<file path="src/rtl/ro_puf_response_gen_if.sv">
// Handshake/result bundle for ro_puf_response_gen.
//   start, challenge          : request and challenge (master -> slave)
//   busy, done                : measurement in progress / one-cycle completion pulse
//   response, unstable        : per-bit response and low-margin flags (slave -> master)
interface ro_puf_response_gen_if #(
  parameter int unsigned SEL_W     = 4,
  parameter int unsigned RESP_BITS = 8
);
  localparam int unsigned CHAL_W = RESP_BITS * 2 * SEL_W;

  logic                 start;
  logic [CHAL_W-1:0]    challenge;
  logic                 busy;
  logic                 done;
  logic [RESP_BITS-1:0] response;
  logic [RESP_BITS-1:0] unstable;

  modport master (
    output start, challenge,
    input  busy, done, response, unstable
  );

  modport slave (
    input  start, challenge,
    output busy, done, response, unstable
  );
endinterface

</file>
<file path="src/rtl/ro_puf_response_gen.sv">
// Ring-oscillator PUF response generator. Walks the latched challenge one
// oscillator pair at a time: enable the pair, settle, count synchronised rising
// edges of each selected oscillator over a fixed window, then compare.
// Ports:
//   clk, reset         : clock, asynchronous active-low reset
//   bus (slave)        : start/challenge in, busy/done/response/unstable out
//   osc_a, osc_b       : selected oscillator outputs (asynchronous to clk)
//   sel_a, sel_b       : bank mux selects
//   ro_en_a, ro_en_b   : one-hot oscillator enables, zero outside SETTLE/COUNT
module ro_puf_response_gen #(
  parameter int unsigned SEL_W      = 4,
  parameter int unsigned RESP_BITS  = 8,
  parameter int unsigned CNT_W      = 16,
  parameter int unsigned WINDOW     = 1024,
  parameter int unsigned SETTLE_CYC = 4,
  parameter int unsigned MIN_MARGIN = 2
) (
  input  logic                     clk,
  input  logic                     reset,
  ro_puf_response_gen_if.slave     bus,
  input  logic                     osc_a,
  input  logic                     osc_b,
  output logic [SEL_W-1:0]         sel_a,
  output logic [SEL_W-1:0]         sel_b,
  output logic [(1<<SEL_W)-1:0]    ro_en_a,
  output logic [(1<<SEL_W)-1:0]    ro_en_b
);

  localparam int unsigned NOSC    = 1 << SEL_W;
  localparam int unsigned FIELD_W = 2 * SEL_W;
  localparam int unsigned CHAL_W  = RESP_BITS * FIELD_W;
  localparam int unsigned TMR_MAX = (WINDOW > SETTLE_CYC) ? WINDOW : SETTLE_CYC;
  localparam int unsigned TMR_W   = $clog2(TMR_MAX + 1);
  localparam int unsigned IDX_W   = (RESP_BITS > 1) ? $clog2(RESP_BITS) : 1;

  typedef enum logic [2:0] {
    IDLE,
    SETTLE,
    COUNT,
    COMPARE,
    DONE
  } state_t;

  state_t              state;
  logic [CHAL_W-1:0]   chal;
  logic [IDX_W-1:0]    idx;
  logic [TMR_W-1:0]    tmr;
  logic [CNT_W-1:0]    cnt_a;
  logic [CNT_W-1:0]    cnt_b;
  logic                a_s1, a_s2, a_prev;
  logic                b_s1, b_s2, b_prev;

  logic                rise_a_c, rise_b_c;
  logic [CNT_W-1:0]    diff_c;
  logic                gt_c, weak_c;
  logic [IDX_W-1:0]    nidx_c;
  logic [CHAL_W-1:0]   src_c;
  logic [FIELD_W-1:0]  field_c;

  // Extract challenge field i (upper half -> bank A, lower half -> bank B).
  function automatic logic [FIELD_W-1:0] field_of(input logic [CHAL_W-1:0] c,
                                                  input logic [IDX_W-1:0]  i);
    logic [CHAL_W-1:0] sh;
    sh = c >> (32'(i) * FIELD_W);
    return sh[FIELD_W-1:0];
  endfunction

  function automatic logic [NOSC-1:0] onehot(input logic [SEL_W-1:0] s);
    return NOSC'(1) << s;
  endfunction

  function automatic logic [CNT_W-1:0] sat_inc(input logic [CNT_W-1:0] v);
    return (&v) ? v : v + CNT_W'(1);
  endfunction

  assign rise_a_c = a_s2 & ~a_prev;
  assign rise_b_c = b_s2 & ~b_prev;
  assign gt_c     = cnt_a > cnt_b;
  assign diff_c   = gt_c ? (cnt_a - cnt_b) : (cnt_b - cnt_a);
  assign weak_c   = 32'(diff_c) < MIN_MARGIN;

  // Pair to load next: field 0 of the incoming challenge on acceptance,
  // otherwise the following field of the latched challenge.
  always_comb begin
    nidx_c  = '0;
    src_c   = chal;
    if (state == IDLE) begin
      src_c = bus.challenge;
    end else begin
      nidx_c = idx + IDX_W'(1);
    end
    field_c = field_of(src_c, nidx_c);
  end

  // Sequencer, counters and free-running synchronisers.
  always_ff @(posedge clk or negedge reset) begin
    if (!reset) begin
      state        <= IDLE;
      chal         <= '0;
      idx          <= '0;
      tmr          <= '0;
      cnt_a        <= '0;
      cnt_b        <= '0;
      a_s1         <= 1'b0;
      a_s2         <= 1'b0;
      a_prev       <= 1'b0;
      b_s1         <= 1'b0;
      b_s2         <= 1'b0;
      b_prev       <= 1'b0;
      sel_a        <= '0;
      sel_b        <= '0;
      ro_en_a      <= '0;
      ro_en_b      <= '0;
      bus.busy     <= 1'b0;
      bus.done     <= 1'b0;
      bus.response <= '0;
      bus.unstable <= '0;
    end else begin
      a_s1   <= osc_a;
      a_s2   <= a_s1;
      a_prev <= a_s2;
      b_s1   <= osc_b;
      b_s2   <= b_s1;
      b_prev <= b_s2;

      case (state)
        IDLE: begin
          bus.done <= 1'b0;
          if (bus.start) begin
            chal         <= bus.challenge;
            idx          <= '0;
            tmr          <= '0;
            cnt_a        <= '0;
            cnt_b        <= '0;
            bus.response <= '0;
            bus.unstable <= '0;
            bus.busy     <= 1'b1;
            sel_a        <= field_c[FIELD_W-1:SEL_W];
            sel_b        <= field_c[SEL_W-1:0];
            ro_en_a      <= onehot(field_c[FIELD_W-1:SEL_W]);
            ro_en_b      <= onehot(field_c[SEL_W-1:0]);
            state        <= SETTLE;
          end
        end

        // Counters held at zero, so an edge seen here is never counted.
        SETTLE: begin
          cnt_a <= '0;
          cnt_b <= '0;
          if (tmr == TMR_W'(SETTLE_CYC - 1)) begin
            tmr   <= '0;
            state <= COUNT;
          end else begin
            tmr <= tmr + TMR_W'(1);
          end
        end

        COUNT: begin
          if (rise_a_c) cnt_a <= sat_inc(cnt_a);
          if (rise_b_c) cnt_b <= sat_inc(cnt_b);
          if (tmr == TMR_W'(WINDOW - 1)) begin
            tmr     <= '0;
            ro_en_a <= '0;
            ro_en_b <= '0;
            state   <= COMPARE;
          end else begin
            tmr <= tmr + TMR_W'(1);
          end
        end

        COMPARE: begin
          bus.response[idx] <= gt_c;
          bus.unstable[idx] <= weak_c;
          if (idx == IDX_W'(RESP_BITS - 1)) begin
            bus.done <= 1'b1;
            state    <= DONE;
          end else begin
            idx     <= nidx_c;
            cnt_a   <= '0;
            cnt_b   <= '0;
            sel_a   <= field_c[FIELD_W-1:SEL_W];
            sel_b   <= field_c[SEL_W-1:0];
            ro_en_a <= onehot(field_c[FIELD_W-1:SEL_W]);
            ro_en_b <= onehot(field_c[SEL_W-1:0]);
            state   <= SETTLE;
          end
        end

        DONE: begin
          bus.done <= 1'b0;
          bus.busy <= 1'b0;
          state    <= IDLE;
        end

        default: state <= IDLE;
      endcase
    end
  end

endmodule

</file>
<file path="src/flat_wrapper.sv">
// flat-port wrapper written by rule: the top's interface ports become plain ports
module ro_puf_response_gen_flat 
#(
  parameter int unsigned SEL_W      = 4,
  parameter int unsigned RESP_BITS  = 8,
  parameter int unsigned CNT_W      = 16,
  parameter int unsigned WINDOW     = 1024,
  parameter int unsigned SETTLE_CYC = 4,
  parameter int unsigned MIN_MARGIN = 2
)
  (clk, reset, osc_a, osc_b, sel_a, sel_b, ro_en_a, ro_en_b, bus_start, bus_challenge, bus_busy, bus_done, bus_response, bus_unstable);
  ro_puf_response_gen_if #(.SEL_W(SEL_W), .RESP_BITS(RESP_BITS)) bus_i ();
  input  logic clk;
  input  logic reset;
  input  logic osc_a;
  input  logic osc_b;
  output logic [SEL_W-1:0] sel_a;
  output logic [SEL_W-1:0] sel_b;
  output logic [(1<<SEL_W)-1:0] ro_en_a;
  output logic [(1<<SEL_W)-1:0] ro_en_b;
  input wire logic [$bits(bus_i.start)-1:0] bus_start;
  input wire logic [$bits(bus_i.challenge)-1:0] bus_challenge;
  output wire logic [$bits(bus_i.busy)-1:0] bus_busy;
  output wire logic [$bits(bus_i.done)-1:0] bus_done;
  output wire logic [$bits(bus_i.response)-1:0] bus_response;
  output wire logic [$bits(bus_i.unstable)-1:0] bus_unstable;
  assign bus_i.start = bus_start;
  assign bus_i.challenge = bus_challenge;
  assign bus_busy = bus_i.busy;
  assign bus_done = bus_i.done;
  assign bus_response = bus_i.response;
  assign bus_unstable = bus_i.unstable;
  ro_puf_response_gen #(.SEL_W(SEL_W), .RESP_BITS(RESP_BITS), .CNT_W(CNT_W), .WINDOW(WINDOW), .SETTLE_CYC(SETTLE_CYC), .MIN_MARGIN(MIN_MARGIN)) u_core (.clk(clk), .reset(reset), .bus(bus_i), .osc_a(osc_a), .osc_b(osc_b), .sel_a(sel_a), .sel_b(sel_b), .ro_en_a(ro_en_a), .ro_en_b(ro_en_b));
endmodule
</file>
<file path="config.mk">
export PLATFORM = sky130hd
export DESIGN_NAME = ro_puf_response_gen_flat
export DESIGN_NICKNAME = d
export VERILOG_FILES = /design/src/rtl/ro_puf_response_gen_if.sv /design/src/rtl/ro_puf_response_gen.sv /design/src/flat_wrapper.sv
export SDC_FILE = /design/constraint.sdc
export NUM_CORES = 1
export LEC_CHECK = 0
export ABC_AREA = 0
export BUFFER_PORTS_ARGS = -buffer_cell sky130_fd_sc_hd__buf_4
export CORE_MARGIN = 1.5
export CORE_UTILIZATION = 50
export CTS_CLUSTER_SIZE = 12
export DETAILED_ROUTE_END_ITERATION = 10
export HOLD_SLACK_MARGIN = 0.02
export PLACE_DENSITY = 0.73
export SKIP_CTS_REPAIR_TIMING = 1
export SLEW_MARGIN = 20
export SYNTH_ARGS = -nofsm -noshare
export SYNTH_HDL_FRONTEND = slang
export SYNTH_SLANG_ARGS = --single-unit
</file>
<file path="constraint.sdc">
create_clock -name clk -period 2.9 [get_ports clk]
set_input_delay 0.145 -clock clk [delete_from_list [all_inputs] [get_ports clk]]
set_output_delay 0.145 -clock clk [all_outputs]
set_load 0.01 [all_outputs]
</file>
==> run metrics <==
synthesized area 0.00956 mm2; DRT Pass-1 Iters 5; Slew @ Worst Pin 0.949 ns; Critical Path RT roughly 3.2 ns; Post-Route WL 25400 um; Synth async-reset ratio 1.00; H-tree depth 4; critical setup path kind reg -> reg; Slew HR 0.367; Die Ht between 100 and 150 um; Final Hold Fails 0; Avg Cell Area, Syn approximately 10 um2; DRT iter0 DRCs 580; crit path DAT 3.50 ns; GPL Wtd Cong about 0.95; vias between 7000 and 8000; clk_lat worst skew between 0.4 and 0.5 ns; Via density ~5.7; Max-Cap Viols 0; vias in the first global route about 7500; Fin Hold WS roughly 0.040 ns; Post-Synth Simple-Gate Area 0.148; IO buf count 126; # rows 50; share of cells above drive strength 1 0.303; outcome complete, but fails checks; dominant cell type by area after synthesis dfrtp_1; mux cell area share after synthesis 0.120; Pwr per Cell Area approximately 400 mW/mm2; leading cell type in the layout, fill and taps excluded buf_4; CTS Buf Count 17; Synth Area in Adders 0.0513; pin count of the biggest net entering global routing slightly above 80; Final Cycle Share 1.09; Peak VDD IR ~0.38 mV; global-route wire length before repair ~38000 um; XOR/XNOR Fraction of Synth Area 0.0402; Final nets between 1000 and 1500; Synth cell types a little over 70; area growth from synthesis to layout 30.5%; clk root buf clkbuf_16; dpl ws -0.229 ns; Post-synth EDFFs 0; post-synthesis sequential area ratio 0.463; RSZ-0062 raised after global routing yes; CTS Sinks between 150 and 200; clk_skew ~0.017 ns; Antenna Cells 0; CTS tree done; global route overflow 0; width of the die between 100 and 150 um; Design Power roughly 5.0 mW; Routed Antenna Nets 0; leakage ~5.8 nW; Yosys top cell area share 0.463; CTS Buffer Depth 2; Compound-Gate Fraction of Synth Area 0.137; combinational family with the most area after synthesis simple AND/OR/NAND/NOR gates; DP HPWL approximately 17000 um; setup ws final -0.269 ns; Initial Util 0.511; CP startpoint kind flop; Core Area roughly 0.019 mm2; cell count after synthesis around 910; CP Max Fanout 8; ranking of synthesized cells by area dfrtp_1 (46%), mux2_2 (8.7%), ha_1 (4.7%); number of remaining DRC errors 0; setup TNS -1.98 ns; Synth Flop Type dfrtp_1; Max Clk Rate about 320 MHz; crit path capture type flop; Yosys reg bits approximately 180; Synth Warn # 0; Min-Delay Path Class in -> reg; failing checks negative setup slack; Slew Viols, Final 0; Min Clock Period, post-route roughly 3.2 ns; Design Area, Final about 0.012 mm2; fillers 1325; dpl cell area approximately 0.011 mm2; DR WL/cell 18.3 um; gr usage total 0.240; Final setup viols 8; Die ar. 0.0200 mm2; Ports ~130; initial antenna violation count 0; commonest cells after routing, fill and taps aside buf_4 (187), dfrtp_1 (177), nand2_1 (75); syn nets 1021; clock slew at reported path FFs around 0.08 ns
-- logic make-up after synthesis --
family | count (synthesis)
DFF | 177
muxes | 92
adders and majority gates | 38
xor gates and xnor gates | 43
and+or+nand+nor | 286
AOI/OAI and AO/OA | 191
buffers and inverters | 87
-- flip-flops by register name, summed over array words and instances, names as in the netlist, 8 cells and up --
name	count
u_core.tmr	11
u_core.cnt_a	16
u_core.chal	64
u_core.bus.response	8
u_core.ro_en_a	16
u_core.cnt_b	16
u_core.ro_en_b	16
u_core.bus.unstable	8
-- power breakdown --
part | switching (mW) | internal [mW] | total, mW | leakage [nW]
clock network | 1.15 | 1.17 | 2.32 | 0.295
registers | 0.00144 | 2.47 | 2.47 | 2.29
logic | 0.0917 | 0.127 | 0.219 | 3.25
-- worst paths after layout --
check | start | end | slack (ns) | cells after the start
max | u_core.cnt_a[0] | u_core.bus.unstable[0] | -0.27 | 13
min | bus_start | u_core.bus.busy | 0.04 | 3
max reg2reg | u_core.cnt_a[0] | u_core.bus.unstable[0] | -0.27 | 13
min reg2reg | u_core.a_s1 | u_core.a_s2 | 0.35 | 0
max in group asynchronous | reset | u_core.bus.unstable[5] | 1.83 | 3
min in group asynchronous | reset | u_core.ro_en_a[6] | 0.28 | 2
-- metrics by stage --
step | instances | util
2_1_floorplan | 914 | -
3_3_place_gp | 1291 | 0.594
3_5_place_dp | 1291 | 0.594
4_1_cts | 1323 | 0.626
5_1_grt | 1394 | 0.667
6_report | 1394 | 0.667
-- final cells by class --
cell class | count | area (um2) | area share
Multi-Input combinational cell | 650 | 4820 | 0.386
Sequential cell | 177 | 4430 | 0.355
Timing Repair Buffer | 259 | 2170 | 0.174
Clock buffer | 17 | 425 | 0.0341
Tap cell | 234 | 293 | 0.0235
Clock inverter | 15 | 183 | 0.0146
Inverter | 42 | 158 | 0.0126
-- routing by layer --
metal,vias up,wire (um),global-route usage
met5,-,0,0
met4,0,839,0.0795
met3,57,1390,0.0736
met2,249,12700,0.394
met1,3922,10500,0.305
li1,3729,-,-
-- synth_stat cells (3+ instances only) --
| cell | n |
|---|---|
| nor4_1 | 8 |
| nor3_2 | 3 |
| and3_1 | 9 |
| clkbuf_1 | 24 |
| nand3_1 | 35 |
| mux2i_1 | 7 |
| or3_1 | 11 |
| buf_2 | 8 |
| and2_1 | 6 |
| nand2_1 | 76 |
| buf_6 | 3 |
| a21o_1 | 5 |
| o221ai_1 | 5 |
| inv_1 | 42 |
| a21oi_1 | 41 |
| nor2b_1 | 8 |
| xor2_1 | 9 |
| o21ai_0 | 60 |
| dfrtp_1 | 177 |
| a22o_1 | 19 |
| xnor2_1 | 33 |
| nand2b_1 | 7 |
| nand4_1 | 15 |
| o21a_1 | 6 |
| nor2_1 | 75 |
| mux4_2 | 11 |
| ha_1 | 36 |
| nor3_1 | 15 |
| mux2_2 | 74 |
| o31ai_1 | 10 |
| buf_1 | 3 |
| o21bai_1 | 3 |
| a31oi_1 | 9 |
| a221oi_1 | 3 |
| buf_4 | 5 |
| a21oi_2 | 5 |
-- worst max-delay path, stage by stage (launching register included) --
cell       delay, ns
dfrtp_1         0.40
inv_2           0.08
ha_4            0.13
inv_2           0.04
fa_2            0.40
a211oi_4        0.31
o31ai_4         0.09
a31o_4          0.24
nor2b_4         0.13
o21ai_4         0.17
mux2i_1         0.25
xor2_1          0.26
o2111ai_4       0.28
o31ai_2         0.29
Note: power is estimated with default switching activity, not from simulation.
